===== config.mk =====
export PLATFORM = sky130hd
export DESIGN_NAME = imm_decode_ctrl
export DESIGN_NICKNAME = d
export VERILOG_FILES = /design/src/rtl/imm_decode_ctrl.sv
export SDC_FILE = /design/constraint.sdc
export NUM_CORES = 1
export LEC_CHECK = 0
export BUFFER_PORTS_ARGS = -buffer_cell sky130_fd_sc_hd__buf_4
export CORE_MARGIN = 5
export CORE_UTILIZATION = 49
export DETAILED_ROUTE_END_ITERATION = 12
export GPL_TIMING_DRIVEN = 0
export PLACE_DENSITY_LB_ADDON = 0.05
export SLEW_MARGIN = 20
export SYNTH_ARGS = -nofsm -noshare
export SYNTH_HDL_FRONTEND = slang
export SYNTH_SLANG_ARGS = --single-unit

===== constraint.sdc =====
create_clock -name clk -period 1.7 [get_ports clk]
set_input_delay 0.085 -clock clk [delete_from_list [all_inputs] [get_ports clk]]
set_output_delay 0.085 -clock clk [all_outputs]
set_load 0.05 [all_outputs]

===== src/rtl/imm_decode_ctrl.sv =====
// imm_decode_ctrl
// Decode-stage sequencer in front of the RV32I immediate extender. Fetched
// instructions arrive on a valid/ready handshake and are held in a 2-entry
// queue. The opcode is decoded when an entry is written, so every head output
// comes straight from a register.
//
// Ports:
//   clk, rst_n         clock, asynchronous active-low reset
//   in_valid/in_ready  fetch-side handshake; in_instr, in_pc carry the payload
//   flush              drop everything buffered and refuse the offered word
//   out_valid/out_ready ID/EX-side handshake (out_ready low = stall)
//   out_instr, out_pc  head instruction and its PC
//   imm                head instr[31:7] for the extender
//   ImmSrc             extender format select (0 I, 1 S, 2 B, 3 J, 4 U)
//   imm_used           head instruction consumes an immediate
//   illegal            head opcode is not RV32I
//   illegal_cnt        saturating count of illegal instructions popped
module imm_decode_ctrl #(
    parameter int PC_W  = 32,
    parameter int CNT_W = 16
) (
    input  logic             clk,
    input  logic             rst_n,
    input  logic             in_valid,
    output logic             in_ready,
    input  logic [31:0]      in_instr,
    input  logic [PC_W-1:0]  in_pc,
    input  logic             flush,
    output logic             out_valid,
    input  logic             out_ready,
    output logic [31:0]      out_instr,
    output logic [PC_W-1:0]  out_pc,
    output logic [24:0]      imm,
    output logic [2:0]       ImmSrc,
    output logic             imm_used,
    output logic             illegal,
    output logic [CNT_W-1:0] illegal_cnt
);

    logic [31:0]      instr_mem [2];
    logic [PC_W-1:0]  pc_mem    [2];
    logic [2:0]       src_mem   [2];
    logic             used_mem  [2];
    logic             ill_mem   [2];

    logic [1:0]       count_reg;
    logic             rd_ptr_reg;
    logic             wr_ptr_reg;
    logic [CNT_W-1:0] illegal_cnt_reg;

    logic             push;
    logic             pop;
    logic [2:0]       dec_src;
    logic             dec_used;
    logic             dec_ill;

    // rst_n gates in_ready so fetch sees "not ready" while reset is held.
    assign in_ready  = rst_n & ~flush & (count_reg != 2'd2);
    assign out_valid = (count_reg != 2'd0);
    assign push      = in_valid & in_ready;
    assign pop       = out_valid & out_ready;

    always_comb begin
        dec_src  = 3'd0;
        dec_used = 1'b0;
        dec_ill  = 1'b0;
        case (in_instr[6:0])
            7'b0000011, 7'b0010011, 7'b1100111,
            7'b0001111, 7'b1110011: begin dec_src = 3'd0; dec_used = 1'b1; end
            7'b0100011:             begin dec_src = 3'd1; dec_used = 1'b1; end
            7'b1100011:             begin dec_src = 3'd2; dec_used = 1'b1; end
            7'b1101111:             begin dec_src = 3'd3; dec_used = 1'b1; end
            7'b0110111, 7'b0010111: begin dec_src = 3'd4; dec_used = 1'b1; end
            7'b0110011:             begin dec_src = 3'd0; dec_used = 1'b0; end
            default:                dec_ill = 1'b1;
        endcase
    end

    // One register slice per queue entry; cleared on reset so the head
    // outputs read zero while the queue is empty after reset.
    generate
        for (genvar gi = 0; gi < 2; gi++) begin : g_entry
            always_ff @(posedge clk or negedge rst_n) begin
                if (!rst_n) begin
                    instr_mem[gi] <= '0;
                    pc_mem[gi]    <= '0;
                    src_mem[gi]   <= '0;
                    used_mem[gi]  <= 1'b0;
                    ill_mem[gi]   <= 1'b0;
                end else if (push && (wr_ptr_reg == 1'(gi))) begin
                    instr_mem[gi] <= in_instr;
                    pc_mem[gi]    <= in_pc;
                    src_mem[gi]   <= dec_src;
                    used_mem[gi]  <= dec_used;
                    ill_mem[gi]   <= dec_ill;
                end
            end
        end
    endgenerate

    // push is already blocked by flush through in_ready; only pop needs the
    // explicit flush priority.
    always_ff @(posedge clk or negedge rst_n) begin
        if (!rst_n) begin
            count_reg  <= 2'd0;
            rd_ptr_reg <= 1'b0;
            wr_ptr_reg <= 1'b0;
        end else if (flush) begin
            count_reg  <= 2'd0;
            rd_ptr_reg <= 1'b0;
            wr_ptr_reg <= 1'b0;
        end else begin
            if (push) wr_ptr_reg <= ~wr_ptr_reg;
            if (pop)  rd_ptr_reg <= ~rd_ptr_reg;
            case ({push, pop})
                2'b10:   count_reg <= count_reg + 2'd1;
                2'b01:   count_reg <= count_reg - 2'd1;
                default: count_reg <= count_reg;
            endcase
        end
    end

    always_ff @(posedge clk or negedge rst_n) begin
        if (!rst_n) begin
            illegal_cnt_reg <= '0;
        end else if (pop && !flush && ill_mem[rd_ptr_reg] && (illegal_cnt_reg != '1)) begin
            illegal_cnt_reg <= illegal_cnt_reg + 1'b1;
        end
    end

    assign out_instr   = instr_mem[rd_ptr_reg];
    assign out_pc      = pc_mem[rd_ptr_reg];
    assign imm         = instr_mem[rd_ptr_reg][31:7];
    assign ImmSrc      = src_mem[rd_ptr_reg];
    assign imm_used    = used_mem[rd_ptr_reg];
    assign illegal     = ill_mem[rd_ptr_reg];
    assign illegal_cnt = illegal_cnt_reg;

endmodule


==> reports/results.tsv, run 1 <==
metric	value	unit
p_leak	5.97	nW
htree_levels	4	
criticalPathCategory	register to primary output	
clkTransAtPathRegs	0.06	ns
finalWorstSetupSlack	-0.192	ns
ir_drop	0.769	mV
maxSlewViolCount	0	
yosys_warnings	0	
ys_seq_area_share	52.4	%
syn_area	7540	um^2
clk_path_buf_depth	2	
vias_per_cell	5.12	
drt-total-wl	21000	um
clk_latency	0.42	ns
vias	5895	
drive_gt1_share	48.4	%
synthSimpleGateAreaFrac	14.1	%
tns	-15.13	ns
clkSinkCount	158	
violations	negative hold slack, negative setup slack	
start_util	49.8	%
crit_chain	buf_6 > clkbuf_16 > buf_16 > mux2_4 > buf_6 > buf_8	
port-buffer-count	178	
drt_iter0_drc	366	
start_kind	register	
yosys.area.top_type	dfrtp_1	
fin_cells	1152	
drc	0	
grt_pass1_vias	6360	
worst-endpoint-arrival	1.81	ns
path_buf_inv	5	
synthMuxAreaShare	23.9	%
rows	45	
dr.pass1.iters	5	
fin_util	78.5	%
synth.area.top_cells	dfrtp_1 (52%), mux2_4 (12%), mux2_2 (11%), nand2_1 (10%), buf_4 (2.6%)	
io_pins	181	
min_period_over_period	111	%
cpMostUsedCell	buf_6	
clock_tree.root_cell	clkbuf_16	
finClkSkew	0.00889	ns
dp_hpwl	12500	um
worstPathRequired	1.62	ns
overflow	0	
setup_viol	166	
hold_class	input port to async pin	
syn_inst	656	
synth_compound_area_share	2.12	%
yosys.area_share.xor_xnor	1.86	%
antennaDiodeCount	0	
cp_max_fo	5	
dp_cells	1023	
synthAdderAreaFrac	0.166	%
ys_ff_latch	158	
drv_cap	0	
grt_max_degree	67	
cts-hold-fix-buffers	62	
slowest_delay	0.37	ns
cp-end-kind	primary output	
ant_nets	0	
synth_area_per_cell	11.5	um^2
die_area	18000	um^2
routabilityCongestion	0.808	
status	finished with violations	
coreArea	15100	um^2
grt_pass1_wl	32200	um
finalCriticalPeriod	1.89	ns
relSlewSlack	65.7	%
synth_nets	726	
fp.dieH	134	um
yosys.area.top_type_share	52.4	%
nets	1021	
powerDensity	1310	nW/um^2
worstMarginPinSlew	0.515	ns
rsz0062_at_grt	yes	
synth_edf_count	0	
fmax	529	MHz
critPathTopFamily	buffers and inverters	
track_usage	22.4	%
synth_flop_cell	dfrtp_1	
hold_violations	64	
synth.distinct_cells	39	
crit_slowest_cell	dfrtp_1	
die-width	134	um
antenna_found_initial	0	
cts_made_buffers	17	
synth_top_family_by_area	multiplexers	
synthToLayoutAreaGrowth	57.6	%
timing.hold.ws	-0.398	ns
synth-async-reset-ratio	100	%
cts_tree	built	
avgRoutedWirePerCell	18.2	um
-- layout by cell type, fill, tap and decap left out, types with 2 or more instances in the layout --
cell type / netlist / routed
clkinv_4: 0 / 2
nand4_1: 5 / 5
nand3_1: 14 / 5
dlygate4sd3_1: 0 / 62
inv_6: 0 / 2
a211oi_1: 3 / 3
nor2_1: 4 / 3
nor3b_4: 1 / 2
dfrtp_1: 158 / 153
a21o_1: 2 / 2
o21ai_1: 0 / 4
buf_4: 26 / 136
xor2_1: 2 / 2
clkbuf_1: 16 / 4
nand2_1: 205 / 203
dfrtp_2: 0 / 5
o21ai_0: 11 / 7
nor3_1: 2 / 2
a21oi_1: 4 / 4
and3_4: 0 / 3
buf_6: 8 / 80
and3_1: 9 / 6
xnor2_1: 14 / 14
nand3_2: 0 / 9
nor3b_1: 2 / 2
mux2_2: 76 / 55
clkbuf_16: 0 / 30
or3_1: 2 / 2
buf_16: 0 / 2
inv_1: 4 / 4
bufinv_16: 0 / 8
nand2_2: 0 / 2
buf_12: 0 / 11
mux2_4: 61 / 84
buf_8: 0 / 25
-- logic make-up after synthesis --
kind of cell | Yosys count
and+or+nand+nor | 252
DFF | 158
muxes | 140
buffers and inverters | 64
AOI/OAI and AO/OA | 25
xor gates and xnor gates | 16
adders and majority gates | 1
-- cells in the mapped netlist, types with 2 or more instances --
library cell	number
buf_2	10
buf_6	8
or3_1	2
nor2_1	4
mux2_2	76
o21ai_0	11
mux2_4	61
nand4_1	5
and3_1	9
a21o_1	2
inv_1	4
a211oi_1	3
mux2_1	2
buf_4	26
nor3_1	2
dfrtp_1	158
nand3_1	14
xnor2_1	14
clkbuf_1	16
a21oi_1	4
nor3b_1	2
nand2_1	205
xor2_1	2
-- final cells by class --
class                           instances  area [um^2]
Sequential cell                       158         3960
Multi-Input combinational cell        435         3370
Fill cell                             904         3260
Timing Repair Buffer                  275         2830
Buffer                                 60          748
Clock buffer                           19          443
Clock inverter                         13          283
Tap cell                              188          235
Inverter                                4         15.0
-- metal layers --
metal / up-vias / global-route usage [%] / share of wire, %
met5: - / 0 / 0
met4: 0 / 7.30 / 1.0
met3: 18 / 5.25 / 4.7
met2: 151 / 38.4 / 52
met1: 2968 / 28.0 / 42
li1: 2758 / - / -
-- worst paths after layout --
check / start / end / slack (ns) / cells past startpoint
setup / recovery: rd_ptr_reg$_DFFE_PN0P_ / out_instr[19] / -0.19 / 6
hold / removal: rst_n / instr_mem[53]$_DFFE_PN0P_ / -0.40 / 1
setup reg to reg: rd_ptr_reg$_DFFE_PN0P_ / illegal_cnt[1]$_DFFE_PN0P_ / -0.16 / 7
hold reg to reg: pc_mem[7]$_DFFE_PN0P_ / pc_mem[7]$_DFFE_PN0P_ / 0.47 / 2
max in group asynchronous: rst_n / count_reg[0]$_DFFE_PN0P_ / 1.29 / 2
min in group clk: in_instr[5] / instr_mem[37]$_DFFE_PN0P_ / 0.03 / 3
-- worst register-to-register path, cell delays in order (launching register included) --
cell and delay (ns):
dfrtp_1 0.37, buf_6 0.14, buf_6 0.13, mux2_4 0.21, nor3b_4 0.21, a21boi_4 0.27
buf_12 0.14, mux2_4 0.29
-- per-stage QoR --
step,setup WS (ns),instance area [um^2],power [mW]
final,-0.192,11900,15.6
after global placement,-1.48,9250,9.88
after CTS,-0.193,11300,15.4
after detailed placement,-0.804,9280,10.0
after global routing,-0.237,11900,16.1
after floorplan,-0.291,7670,8.61
-- report_power, final --
group | switching (mW) | internal (mW)
Sequential | 0.466 | 4.52
Clock | 1.58 | 3.11
Combinational | 3.24 | 2.64
Total | 5.29 | 10.3
-- what timing repair did --
| item | 4_1_cts | 5_1_grt |
|---|---|---|
| setup endpoints to repair | 238 | 241 |
| pin swaps | 3 | 6 |
| gates resized for setup | 141 | 84 |
| hold endpoints to repair | 187 | 64 |
| setup buffers | 10 | 11 |
| cloned | 3 | 12 |
No activity file was read; power rests on OpenSTA's default activity.
==> run 2: changes to the inputs <==
--- a/config.mk
+++ b/config.mk
@@ -7,7 +7,7 @@
 export LEC_CHECK = 0
 export BUFFER_PORTS_ARGS = -buffer_cell sky130_fd_sc_hd__buf_4
 export CORE_MARGIN = 5
-export CORE_UTILIZATION = 49
+export CORE_UTILIZATION = 35
 export DETAILED_ROUTE_END_ITERATION = 12
 export GPL_TIMING_DRIVEN = 0
 export PLACE_DENSITY_LB_ADDON = 0.05
==> run 2 against run 1 <==
Effect of this change: the flow still finishes with violations (negative hold slack, negative setup slack); clock skew grew 0.0026 ns; die area grew 37%; global-route usage shrank 5.7 points; wire length grew 0.60%; setup slack lost 0.0016 ns; sequential power is essentially flat; largest cell class unchanged; register-to-register slack is essentially flat; cell count grew 7.3%; maximum frequency is essentially flat; core utilization shrank 22 points.
==> reports/results.tsv, run 2 (same netlist as run 1, synthesis figures left out) <==
metric	value	unit	change
drive_gt1_share	48.5	%	about the same
fp.dieH	157	um	+17%
clkTransAtPathRegs	0.06	ns	about the same
powerDensity	1240	nW/um^2	-5.6%
layout_common_cells	nand2_1 (200), dfrtp_1 (153), buf_4 (131), mux2_4 (87), buf_6 (84)		
drt-total-wl	21100	um	+0.60%
finalPower	14.7	mW	-5.5%
gr-usage-met2	27.8	%	-11 points
cp_max_fo	6		+1
status	finished with violations		
final_common_cell	nand2_1		
cp-end-kind	primary output		
rsz0062_at_grt	yes		
maxSlewViolCount	0		unchanged
power_frac_seq	33.7	%	+1.7 points
grt_pass1_wl	32500	um	+0.86%
fmax	528	MHz	about the same
grt_max_degree	65		-3.0%
start_kind	register		
coreArea	21200	um^2	+40%
drc	0		unchanged
fillers	1799		+99%
cts-hold-fix-buffers	62		unchanged
htree_levels	4		unchanged
hold_violations	109		+70%
vias_per_cell	4.62		-9.7%
top_usage_layer	met2		
timing.hold.ws	-0.458	ns	-0.0604 ns
finalWorstSetupSlack	-0.194	ns	-0.00162 ns
ant_nets	0		unchanged
die_area	24600	um^2	+37%
combinationalPowerShare	39.9	%	+2.1 points
clk_path_buf_depth	2		unchanged
grt_pass1_vias	6144		-3.4%
place_area	9390	um^2	+1.2%
die-width	157	um	+17%
clock_tree.root_cell	clkbuf_16		
dr.pass1.iters	5		unchanged
worstMarginPinSlew	0.467	ns	-0.0481 ns
start_util	35.7	%	-14 points
io_pins	181		unchanged
clockPowerShare	26.4	%	-3.7 points
clkSinkCount	158		unchanged
groute.layer.met1.usage	22.1	%	-5.9 points
cts_made_buffers	17		unchanged
grt.met3_usage	4.40	%	-0.85 points
criticalPathCategory	register to primary output		
worst-endpoint-arrival	1.81	ns	about the same
nets	1018		-0.29%
antenna_found_initial	0		unchanged
vias	5713		-3.1%
drt_iter0_drc	245		-33%
cts_tree	built		
finalCriticalPeriod	1.89	ns	+0.00162 ns
rows	53		+18%
port-buffer-count	178		unchanged
track_usage	16.7	%	-5.7 points
clk_latency	0.42	ns	about the same
p_leak	5.93	nW	-0.67%
synthToLayoutAreaGrowth	57.7	%	
overflow	0		unchanged
switching_share	35.7	%	+1.7 points
fin_util	56.2	%	-22 points
setup.worst_path.start	rd_ptr_reg$_DFFE_PN0P_		
p_int	9.45	mW	-8.0%
worstPathRequired	1.62	ns	about the same
setup_viol	173		+4.2%
avgRoutedWirePerCell	17.1	um	-6.2%
fin_cells	1236		+7.3%
finClkSkew	0.0115	ns	+0.00261 ns
violations	negative hold slack, negative setup slack		
routabilityCongestion	0.744		-7.9%
min_period_over_period	111	%	about the same
antennaDiodeCount	0		unchanged
r2r-start	rd_ptr_reg$_DFFE_PN0P_		
dp_cells	1110		+8.5%
stdcell_area	11900	um^2	+0.11%
switchingPower	5.25	mW	-0.68%
relSlewSlack	68.5	%	+2.9 points
ir_drop	0.806	mV	+4.9%
drv_cap	0		unchanged
dp_hpwl	13200	um	+5.2%
hold_class	input port to async pin		
run 2: changes by cell type in the layout (fill, tap and decap cells not counted), sizes merged:
cell,change
clkbuf,+6
bufinv,-6
clkinvlp,+1
inv,+2
buf,-6
run 2: power groups by stage:
stage | Sequential [mW] | Clock (mW) | Combinational (mW)
final | 4.96 | 3.88 | 5.87
after global routing | 5.05 | 4.11 | 6.20
after CTS | 4.94 | 3.97 | 5.72
after detailed placement | 5.00 | 0 | 5.03
after global placement | 4.94 | 0 | 4.98
after floorplan | 4.98 | 0 | 3.64
run 2: final timing paths:
path | end | slack [ns] | depth (start not counted)
setup / recovery | out_instr[18] | -0.19 | 6
hold / removal | instr_mem[47]$_DFFE_PN0P_ | -0.46 | 1
setup reg to reg | illegal_cnt[1]$_DFFE_PN0P_ | -0.16 | 7
hold reg to reg | pc_mem[3]$_DFFE_PN0P_ | 0.47 | 2
max in group asynchronous | pc_mem[38]$_DFFE_PN0P_ | 1.40 | 2
min in group clk | instr_mem[37]$_DFFE_PN0P_ | 0.03 | 3
run 2: critical path, cell delays in order (launching register included):
cell and delay (ns):
dfrtp_1 0.37, buf_6 0.14, clkbuf_16 0.16, buf_12 0.14, mux2_4 0.32, buf_6 0.12, buf_8 0.14
run 2: timing repair:
action                                 CTS  global route
endpoints found under the hold margin  185           109
setup buffers                           12             6
pin swaps                                4             6
cloned                                   3            11
setup endpoints to repair              239           241
gates resized for setup                157            65
run 2: metal layers:
metal  up-vias  wire, um  part of all wire [%]
met2       135     10300                    49
met5         -         0                     0
met3        11      1100                   5.2
met4         0       143                  0.68
li1       2755         -                     -
met1      2812      9590                    45
run 2: area by class of cell:
cell class	instances	area, um^2	area share, %
clock inverters	10	128	1.07
clock buffers	22	464	3.90
repair buffers	272	2820	23.7
plain buffers	60	751	6.31
flip-flops and latches	158	3960	33.3
well taps	275	344	2.89
multi-input cells	435	3420	28.7
inverters	4	15.0	0.126
run 2: metrics by stage:
step	setup slack, ns	TNS (ns)
2_1_floorplan	-0.291	-33.04
3_3_place_gp	-1.61	-259.67
3_5_place_dp	-0.902	-110.66
4_1_cts	-0.218	-14.16
5_1_grt	-0.253	-29.93
6_report	-0.194	-16.96
==> run 3: changes to the inputs <==
--- a/config.mk
+++ b/config.mk
@@ -6,6 +6,7 @@
 export NUM_CORES = 1
 export LEC_CHECK = 0
 export BUFFER_PORTS_ARGS = -buffer_cell sky130_fd_sc_hd__buf_4
+export CORE_ASPECT_RATIO = 0.6
 export CORE_MARGIN = 5
 export CORE_UTILIZATION = 35
 export DETAILED_ROUTE_END_ITERATION = 12
==> run 3 against run 2 <==
Effect of this change: the flow still finishes with violations (negative hold slack, negative setup slack); maximum frequency down 0.54%; power up 3.4%; sequential cell count unchanged; via count up 3.8%; first-iteration DRC count down 0.82%; cell count up 2.2%; final area up 7.6%; die area up 0.39%; highest routed layer unchanged.
==> reports/results.tsv, run 3 (same netlist as run 1, synthesis figures left out) <==
metric	value	unit	change
vias	5928		+3.8%
rows	41		-23%
die-width	200	um	+27%
clk_path_buf_depth	2		unchanged
grt_max_degree	101		+55%
violations	negative hold slack, negative setup slack		
critPathCapture	out_instr[14]		
track_usage	17.4	%	+0.69 points
powerDensity	1190	nW/um^2	-3.9%
drc	0		unchanged
stdcell_area	12800	um^2	+7.6%
cts-hold-fix-buffers	63		+1.6%
clkTransAtPathRegs	0.06	ns	about the same
r2r_end	illegal_cnt[1]$_DFFE_PN0P_		
grt_pass1_wl	33200	um	+2.2%
drt-total-wl	23200	um	+9.7%
hold_class	input port to async pin		
htree_levels	4		unchanged
fmax	525	MHz	-0.54%
clk_latency	0.43	ns	about the same
cts_made_buffers	17		unchanged
rsz0062_at_grt	yes		
port-buffer-count	178		unchanged
finalCriticalPeriod	1.90	ns	+0.0102 ns
ant_nets	0		unchanged
drt_iter0_drc	243		-0.82%
fillers	1679		-6.7%
criticalPathCategory	register to primary output		
overflow	0		unchanged
cp-end-kind	primary output		
grt_pass1_vias	6091		-0.86%
nets	1041		+2.3%
relSlewSlack	65.8	%	-2.7 points
fp.dieH	124	um	-21%
drive_gt1_share	59.0	%	+11 points
multiInputGateArea	3780	um^2	+11%
io_pins	181		unchanged
avgRoutedWirePerCell	18.4	um	+7.4%
routabilityCongestion	0.770		+3.5%
cts_tree	built		
coreArea	21100	um^2	-0.33%
cp_max_fo	6		unchanged
finClkSkew	0.00717	ns	-0.00432 ns
status	finished with violations		
dp_hpwl	13900	um	+5.5%
place_area	9400	um^2	about the same
maxSlewViolCount	0		unchanged
final_common_cell	dfrtp_1		
worst-endpoint-arrival	1.82	ns	about the same
worstMarginPinSlew	0.513	ns	+0.0458 ns
antenna_found_initial	0		unchanged
synthToLayoutAreaGrowth	69.7	%	
vias_per_cell	4.69		+1.5%
p_leak	6.40	nW	+7.9%
clock_tree.root_cell	clkbuf_16		
register_area	3960	um^2	about the same
preCtsSetupSlack	-0.430	ns	+0.472 ns
start_util	35.8	%	+0.12 points
worstPathRequired	1.62	ns	about the same
timing.hold.ws	-0.424	ns	+0.0347 ns
layout_common_cells	dfrtp_1 (154), buf_4 (133), nand2_1 (111), mux2_4 (89), buf_6 (76)		
setup_viol	206		+19%
die_area	24700	um^2	+0.39%
drv_cap	0		unchanged
start_kind	register		
r2r-start	rd_ptr_reg$_DFFE_PN0P_		
setup.worst_path.start	rd_ptr_reg$_DFFE_PN0P_		
min_period_over_period	112	%	+0.60 points
reg2regPathDepth	7		unchanged
ff2ff_setup_slack	-0.14	ns	+0.02 ns
hold_violations	58		-47%
clkSinkCount	158		unchanged
ir_drop	0.864	mV	+7.2%
finalWorstSetupSlack	-0.204	ns	-0.0102 ns
dr.pass1.iters	6		+1
antennaDiodeCount	0		unchanged
-- run 3: worst min-delay path by stage --
stage	end	slack, ns	cells after the start
2_1_floorplan	count_reg[0]$_DFFE_PN0P_	-0.21	0
3_3_place_gp	pc_mem[14]$_DFFE_PN0P_	0.28	3
3_5_place_dp	illegal_cnt[5]$_DFFE_PN0P_	0.06	1
4_1_cts	illegal_cnt[5]$_DFFE_PN0P_	-0.41	1
5_1_grt	illegal_cnt[3]$_DFFE_PN0P_	-0.39	1
6_report	illegal_cnt[5]$_DFFE_PN0P_	-0.42	1
-- run 3: metal layers --
metal | up-vias | routed length [um] | GRT usage, %
met4 | 0 | 326 | 4.50
met5 | - | 0 | 0
met2 | 132 | 10600 | 27.1
met3 | 24 | 1050 | 4.41
met1 | 2954 | 11200 | 24.4
li1 | 2818 | - | -
-- run 3: power by group --
part,internal [mW],total (mW),leakage (nW),switching [mW]
sequential,4.52,5.00,1.98,0.480
combinational,2.73,6.03,4.11,3.30
clock,2.55,4.17,0.307,1.62
-- run 3: layout make-up --
| class | count | area share [%] |
|---|---|---|
| Inverter | 4 | 0.117 |
| Tap cell | 279 | 2.73 |
| Sequential cell | 158 | 30.9 |
| Timing Repair Buffer | 296 | 25.5 |
| Clock inverter | 12 | 1.44 |
| Multi-Input combinational cell | 435 | 29.6 |
| Clock buffer | 20 | 3.57 |
| Buffer | 59 | 6.22 |
-- run 3: timing repair --
action	in CTS	in global routing
setup endpoints to repair	237	243
endpoints found under the hold margin	183	58
resized for setup	184	203
buffers inserted	21	9
pin swaps	5	93
gates cloned	10	16
-- run 3: through the flow --
stage / std cells / util [%] / setup TNS [ns] / total power [mW]
after floorplan: 656 / - / -33.04 / 8.61
after global routing: 1263 / 60.7 / -33.21 / 15.9
final: 1263 / 60.7 / -17.52 / 15.2
after detailed placement: 1114 / 44.6 / -45.68 / 10.1
after CTS: 1239 / 55.7 / -15.06 / 15.0
after global placement: 1113 / 44.4 / -259.80 / 9.95
-- run 3: worst max-delay path: stages (launching register included) --
cell and delay, ns:
dfrtp_1 0.37, buf_6 0.13, clkbuf_16 0.16, buf_12 0.14
mux2_4 0.32, buf_6 0.12, buf_8 0.14
